<file path="src/rtl/shift_reg_pkg.sv">
// Shared types and helpers for the universal serial/parallel shift register.
//   shift_dir_e : shift direction encoding (right = LSB-first, left = MSB-first)
//   cnt_width() : width of the bit counter needed to frame a WIDTH-bit word
package shift_reg_pkg;

    typedef enum logic {
        DIR_RIGHT = 1'b0,
        DIR_LEFT  = 1'b1
    } shift_dir_e;

    // Number of bits needed to count 0..width-1; never less than one bit.
    function automatic int cnt_width(input int width);
        return (width > 1) ? $clog2(width) : 1;
    endfunction

endpackage

</file>
<file path="src/rtl/shift_bit_counter.sv">
// Modulo-WIDTH bit counter used to frame serial words.
// Ports:
//   clk   : clock, rising edge
//   reset : synchronous, active-high; returns the count to zero
//   inc   : count one accepted bit
//   clr   : restart framing at zero (wins over inc)
//   wrap  : high in the cycle whose inc completes a WIDTH-bit word
module shift_bit_counter
    import shift_reg_pkg::*;
#(
    parameter int WIDTH = 8
) (
    input  logic clk,
    input  logic reset,
    input  logic inc,
    input  logic clr,
    output logic wrap
);

    localparam int CW = cnt_width(WIDTH);
    localparam logic [CW-1:0] LAST = CW'(WIDTH - 1);

    logic [CW-1:0] count_reg;
    logic [CW-1:0] count_next;

    // Explicit wrap so non-power-of-two widths frame correctly.
    assign wrap = inc && !clr && (count_reg == LAST);

    always_comb begin
        count_next = count_reg;
        if (clr) begin
            count_next = '0;
        end else if (inc) begin
            count_next = wrap ? '0 : count_reg + 1'b1;
        end
    end

    always_ff @(posedge clk) begin
        if (reset) begin
            count_reg <= '0;
        end else begin
            count_reg <= count_next;
        end
    end

endmodule

</file>
<file path="src/rtl/shift_reg_universal_sipo.sv">
// Universal shift register: serial-in/parallel-out with automatic word framing,
// parallel-load/serial-out, selectable direction, and a valid/ready holding
// register with sticky overrun.
// Ports:
//   clk, reset         : clock and synchronous active-high reset
//   shift, dir, bit_in : shift enable, direction (0 right / 1 left), serial in
//   load, par_in       : parallel load strobe and data (priority over shift)
//   bit_out            : serial out, end of the register selected by dir
//   sr_out             : live shift register contents
//   word_out           : last framed word
//   word_valid         : framed word pending, consumed with word_ready
//   word_ready         : consumer accept
//   overrun            : sticky, a pending word was overwritten
module shift_reg_universal_sipo
    import shift_reg_pkg::*;
#(
    parameter int               WIDTH     = 8,
    parameter logic [WIDTH-1:0] RESET_VAL = '0
) (
    input  logic             clk,
    input  logic             reset,
    input  logic             shift,
    input  logic             dir,
    input  logic             bit_in,
    input  logic             load,
    input  logic [WIDTH-1:0] par_in,
    output logic             bit_out,
    output logic [WIDTH-1:0] sr_out,
    output logic [WIDTH-1:0] word_out,
    output logic             word_valid,
    input  logic             word_ready,
    output logic             overrun
);

    if (WIDTH < 2) begin : g_width_check
        $error("shift_reg_universal_sipo: WIDTH must be at least 2");
    end

    shift_dir_e       dir_e;
    logic [WIDTH-1:0] sr_reg;
    logic [WIDTH-1:0] sr_next;
    logic [WIDTH-1:0] sr_right;
    logic [WIDTH-1:0] sr_left;
    logic [WIDTH-1:0] word_out_reg;
    logic             word_valid_reg;
    logic             overrun_reg;
    logic             shift_accept;
    logic             capture;

    assign dir_e        = shift_dir_e'(dir);
    assign shift_accept = shift && !load;

    // Both shifted candidates are built bit by bit; dir picks one.
    genvar gi;
    generate
        for (gi = 0; gi < WIDTH; gi++) begin : g_shift
            if (gi == WIDTH - 1) begin : g_right_msb
                assign sr_right[gi] = bit_in;
            end else begin : g_right_mid
                assign sr_right[gi] = sr_reg[gi+1];
            end
            if (gi == 0) begin : g_left_lsb
                assign sr_left[gi] = bit_in;
            end else begin : g_left_mid
                assign sr_left[gi] = sr_reg[gi-1];
            end
        end
    endgenerate

    always_comb begin
        sr_next = sr_reg;
        if (load) begin
            sr_next = par_in;
        end else if (shift) begin
            sr_next = (dir_e == DIR_LEFT) ? sr_left : sr_right;
        end
    end

    // Load restarts framing, so a loaded word never counts as captured.
    shift_bit_counter #(
        .WIDTH (WIDTH)
    ) u_bit_counter (
        .clk   (clk),
        .reset (reset),
        .inc   (shift_accept),
        .clr   (load),
        .wrap  (capture)
    );

    always_ff @(posedge clk) begin
        if (reset) begin
            sr_reg         <= RESET_VAL;
            word_out_reg   <= '0;
            word_valid_reg <= 1'b0;
            overrun_reg    <= 1'b0;
        end else begin
            sr_reg <= sr_next;
            if (capture) begin
                // A capture that coincides with an accept replaces the word
                // cleanly; only an unaccepted pending word counts as overrun.
                word_out_reg   <= sr_next;
                word_valid_reg <= 1'b1;
                if (word_valid_reg && !word_ready) begin
                    overrun_reg <= 1'b1;
                end
            end else if (word_valid_reg && word_ready) begin
                word_valid_reg <= 1'b0;
            end
        end
    end

    assign bit_out    = (dir_e == DIR_LEFT) ? sr_reg[WIDTH-1] : sr_reg[0];
    assign sr_out     = sr_reg;
    assign word_out   = word_out_reg;
    assign word_valid = word_valid_reg;
    assign overrun    = overrun_reg;

endmodule

</file>
<file path="config.mk">
export PLATFORM = sky130hd
export DESIGN_NAME = shift_reg_universal_sipo
export DESIGN_NICKNAME = d
export VERILOG_FILES = /design/src/rtl/shift_reg_pkg.sv /design/src/rtl/shift_bit_counter.sv /design/src/rtl/shift_reg_universal_sipo.sv
export SDC_FILE = /design/constraint.sdc
export NUM_CORES = 1
export LEC_CHECK = 0
export CAP_MARGIN = 20
export CORE_ASPECT_RATIO = 0.75
export CORE_UTILIZATION = 39
export CTS_CLUSTER_SIZE = 14
export DETAILED_ROUTE_END_ITERATION = 6
export PLACE_DENSITY_LB_ADDON = 0.25
export SLEW_MARGIN = 40
export SYNTH_ARGS = -nofsm -noshare
export SYNTH_HDL_FRONTEND = slang
export SYNTH_SLANG_ARGS = --single-unit
</file>
<file path="constraint.sdc">
create_clock -name clk -period 1.5 [get_ports clk]
set_input_delay 0.3 -clock clk [delete_from_list [all_inputs] [get_ports clk]]
set_output_delay 0.3 -clock clk [all_outputs]
set_load 0.005 [all_outputs]
</file>
==> results of run 1 <==
[cell usage after synthesis, drive strengths merged]
| library cell | count | share of area (%) |
|---|---|---|
| ha | 2 | 2.5 |
| mux2i | 9 | 9.1 |
| clkbuf | 2 | 0.76 |
| dfxtp | 21 | 43 |
| inv | 2 | 0.76 |
| nor3 | 3 | 1.5 |
| a31oi | 1 | 0.64 |
| mux2 | 1 | 1.1 |
| a211oi | 8 | 10 |
| buf | 7 | 6.0 |
| nor2b | 1 | 0.64 |
| a22oi | 2 | 1.5 |
| and3b | 1 | 0.89 |
| a21oi | 9 | 4.6 |
| nor2 | 18 | 6.9 |
| a211o | 8 | 7.1 |
| nand2 | 8 | 3.0 |
[worst register-to-register path, stage by stage (launching register included)]
cell	delay (ns)
dfxtp_2	0.35
ha_1	0.19
ha_1	0.18
and3b_1	0.21
buf_12	0.16
a31oi_1	0.17
nor2_1	0.05
[layer usage]
metal	part of all wire (%)	wire, µm	track usage [%]
met5	0	0	0
met4	0.59	14	4.651
met3	5.1	120	6.818
met2	49	1163	33.56
met1	45	1070	21.49
[power breakdown]
group / internal [mW] / switching [mW] / total, mW
clock: 0.0997 / 0.176 / 0.276
sequential: 0.576 / 0.0115 / 0.587
combinational: 0.142 / 0.0935 / 0.236
total: 0.818 / 0.281 / 1.10
[stage by stage]
stage | hold slack (ns) | std cells
after floorplan | 0.3646 | 103
after global routing | 0.5110 | 188
after detailed placement | 0.4627 | 176
after global placement | 0.4487 | 176
after CTS | 0.4922 | 181
final | 0.4741 | 188
[repair_timing]
item | 4_1_cts | 5_1_grt
gates resized for setup | 11 | 22
pin swaps | 0 | 0
buffers inserted | 1 | 7
setup endpoints to repair | 9 | 19
[final cells by class]
cell class                 instances  share of cell area [%]
clock buffer                       3                   1.424
sequential                        21                   28.16
tap                               34                   2.690
clock inverter                     1                  0.3165
inverter                           2                  0.4747
multi-input combinational         71                   31.01
timing repair buffer              56                   35.92
[worst paths after layout]
check,from,end,depth (start not counted)
min,overrun,overrun,2
max reg2reg,u_bit_counter.count_reg[0],overrun,6
min reg2reg,overrun,overrun,2
max,word_out[2],word_out[2],1
[cell families after synthesis]
kind of cell | after synthesis | share of synthesized area [%]
AND/OR/NAND/NOR | 31 | 12.96
flip-flops | 21 | 42.69
adder cells (fa/ha/maj) | 2 | 2.541
buffers and inverters | 11 | 7.497
multiplexers | 10 | 10.29
AO/OA/AOI/OAI | 28 | 24.02
==> flow_summary.yaml, run 1 <==
run_status:
  status: "finished clean"
critical_path:
  path_cells: "clkdlybuf4s50_1"
  path_class: "flip-flop to output pin"
  reg2reg_slack_ns: 0.10
  crit_slowest_cell: "clkdlybuf4s50_1"
  cp-end-kind: "output pin"
  cp_slowest_stage_delay_ns: 0.49
  path_buf_inv: 1
  worstPathMaxFanout: 2
  crit_arrival_ns: 1.15
  setup.worst_path.start_class: "flip-flop"
  path_delay_family: "buffers and inverters"
  cp.required_ns: 1.20
sta:
  period_minus_slack_ns: 1.450
  worst_slack_ns: 0.04957
  final-setup-viol-count: 0
  final_hold_viol_count: 0
  finalMaxSlewViolations: 0
  period_share_pct: 96.70
  fmax_ghz: 0.6895
  worst_clock_skew_ns: 0.006402
  tightestPinTransition_ns: 0.2407
  slew_headroom_pct: 83.50
  fin_setup_tns_ns: 0
finish:
  utilization_pct: 67.41
  fin_area_um2: 1582
  mostFrequentLayoutCells: "20 x buf_4, 19 x clkdlybuf4s50_1, 18 x nor2_1"
  antenna_cells: 0
  syn2layout_area_growth_pct: 60.61
  register_area_um2: 445.4
  multi_input_area_um2: 490.5
  fillers: 195
  nets: 172
  layout_commonest_cell: "buf_4"
  layout-drive-gt1-share_pct: 35.06
floorplan:
  core.rowCount: 15
  start_util_pct: 41.97
  dieArea_um2: 2732
  die_w_um: 60.02
  core-area_um2: 2346
  die_y_um: 45.52
  io_pins: 34
synth:
  ys_types: 19
  seq_area_frac_synth_pct: 42.69
  synthesis.area_um2: 984.7
  synth-warning-count: 0
  synth_area_per_cell_um2: 9.560
  synthCells: 103
  syn_nets: 120
  ys_seq_elements: 21
clocking:
  cts_tree: "yes"
  clockBufferDepth: 2
  clkLatencyLatePin_ns: 0.31
  cts_root_buffer: "clkbuf_4"
  cts_buffers: 3
  cts_hold_buf: 0
  clk_pin_slew_ns: 0.12
  cts.sinks: 21
  htree_levels: 1
detailed_routing:
  viasPerCell: 4.904
  firstDrtPassIters: 4
  drc: 0
  finalWirelength_mm: 2.369
  vias: 922
  drtAntennaViolNets: 0
  avgRoutedWirePerCell_um: 12.60
  drt_iter0_drc: 22
placement:
  portBuffers: 33
  place.gp.congestion: 0.7304
  hpwl_mm: 1.671
  place_area_um2: 1441
  dp_slack_ns: -0.3609
pwr:
  leakagePower_nw: 0.8343
  total_power_mw: 1.099
  powerDensity_nw_per_um2: 694.9
  peakVddDrop_uv: 572.1
global_routing:
  antenna_found_initial: 0
  grt_max_degree: 22
  track_usage_pct: 18.81
  grt_pass1_wl_mm: 3.746
  grt_overflow: 0
  grt_pass1_vias: 839
hold_path:
  hp-class: "flip-flop to flip-flop"
job:
  maxCapViolations: 0
(Power assumes the default switching activity.)
==> run 2: changes to the inputs <==
- CTS_CLUSTER_DIAMETER: default -> 150
==> results of run 2 <==
No change in the layout: final DEF, timing and power equal those of run 1.
==> run 3: changes to the inputs <==
- CORE_UTILIZATION: 39 -> 44
- RECOVER_POWER: default -> 25
- clock period: 1.5 -> 1.39 ns (I/O delays scaled with it)
==> run 3 against run 2 <==
The flow now finishes with violations (setup timing). Wire length increased by 43%. Clock power grew 16%. Clock-buffer cell count unchanged. Setup slack got worse by 0.10 ns. Via count rose by 17%. Combinational power increased by 13%. Sequential power rose by 8.2%. Power increased by 11%. Design area rose by 5.5%. Die area shrank 11%.
==> flow_summary.yaml, run 3 (synthesis results as in run 1) <==
sta:
  period_minus_slack_ns: 1.443
  final_hold_viol_count: 0
  final-setup-viol-count: 5
  rsz0062_at_grt: "yes"
  fmax_ghz: 0.6928
  finalMaxSlewViolations: 0
  tightestPinTransition_ns: 0.3061
  worst_clock_skew_ns: 0.001564
  hold_ws_ns: 0.4984
  period_share_pct: 103.8
  worst_slack_ns: -0.05348
  slew_headroom_pct: 79.01
  fin_setup_tns_ns: -0.1575
floorplan:
  io_pins: 34
  start_util_pct: 48.05
  die_w_um: 56.63
  dieArea_um2: 2433
  core.rowCount: 14
  core-area_um2: 2049
  die_y_um: 42.97
finish:
  nets: 182
  syn2layout_area_growth_pct: 69.38
  layout-drive-gt1-share_pct: 45.73
  fillers: 129
  antenna_cells: 0
  layout_commonest_cell: "buf_4"
  mostFrequentLayoutCells: "28 x buf_4, 20 x dfxtp_2, 19 x dlygate4sd2_1"
run_status:
  violations: "setup timing"
  status: "complete, but fails checks"
detailed_routing:
  vias: 1080
  firstDrtPassIters: 4
  avgRoutedWirePerCell_um: 18.06
  drt_iter0_drc: 39
  drtAntennaViolNets: 0
  viasPerCell: 5.745
  drc: 0
  finalWirelength_mm: 3.395
global_routing:
  grt_pass1_wl_mm: 4.264
  track_usage_pct: 23.46
  antenna_found_initial: 0
  grt_pass1_vias: 914
  grt_max_degree: 22
  grt_overflow: 0
critical_path:
  cp-end-kind: "flip-flop"
  cp.required_ns: 1.64
  path_class: "flip-flop to flip-flop"
  crit_arrival_ns: 1.69
  worstPathMaxFanout: 5
  setup.worst_path.start_class: "flip-flop"
clocking:
  clkLatencyLatePin_ns: 0.32
  htree_levels: 1
  cts_root_buffer: "clkbuf_4"
  clk_pin_slew_ns: 0.13
  cts_tree: "yes"
  cts.sinks: 21
  cts_buffers: 3
  clockBufferDepth: 2
pwr:
  peakVddDrop_uv: 588.3
  total_power_mw: 1.221
  leakagePower_nw: 0.7682
  powerDensity_nw_per_um2: 731.9
placement:
  hpwl_mm: 1.729
  place.gp.congestion: 0.7668
  portBuffers: 33
hold_path:
  hp-class: "input pin to flip-flop"
job:
  maxCapViolations: 0
run 3: metrics by stage:
step                instance area, µm²  util (%)  worst slack [ns]  std cells
finish                            1668     81.38          -0.05348        188
global route                      1668     81.38          -0.06701        188
CTS                               1528     74.54          -0.01208        180
detailed placement                1414     68.99           -0.4255        165
global placement                  1414     68.99           -0.4159        165
floorplan                        993.5         -           0.01499        103
run 3: layer usage:
| metal | routed length (µm) | global-route usage [%] | up-vias | part of all wire (%) |
|---|---|---|---|---|
| met5 | 0 | 0 | - | 0 |
| met4 | 99 | 6.829 | 0 | 2.9 |
| met3 | 257 | 6.402 | 12 | 7.6 |
| met2 | 1655 | 42.12 | 58 | 49 |
| met1 | 1382 | 27.36 | 518 | 41 |
| li1 | - | - | 492 | - |
run 3: final timing paths:
kind,from,cells past startpoint,slack [ns],to
worst max register to register,u_bit_counter.count_reg[0],6,-0.05,word_out[1]
worst max-delay path,u_bit_counter.count_reg[0],6,-0.05,word_out[1]
worst min-delay path,par_in[4],3,0.50,sr_out[4]
worst min register to register,overrun,2,0.52,overrun
run 3: timing repair:
item | 4_1_cts | 5_1_grt
hold buffers | 0 | 0
pin swaps | 0 | 5
resized for setup | 41 | 11
buffers inserted | 11 | 6
cloned | 0 | 2
setup endpoints to repair | 27 | 10
run 3: final cells by class:
| class | instances | area (µm²) | share of cell area (%) |
|---|---|---|---|
| clock inverter | 1 | 7.507 | 0.4501 |
| timing repair buffer | 66 | 613.1 | 36.76 |
| clock buffer | 3 | 22.52 | 1.350 |
| inverter | 2 | 7.507 | 0.4501 |
| sequential | 21 | 445.4 | 26.71 |
| multi-input combinational | 71 | 541.8 | 32.48 |
| tap | 24 | 30.03 | 1.800 |
run 3: power by group:
part	switching, mW	internal, mW
combinational	0.121	0.146
sequential	0.0122	0.622
clock	0.209	0.110
total	0.342	0.878
run 3: critical path, stage by stage, from the launching register on:
cell	delay, ns
dfxtp_2	0.36
ha_4	0.16
ha_4	0.15
and3b_2	0.26
buf_12	0.16
buf_4	0.13
a211oi_2	0.16
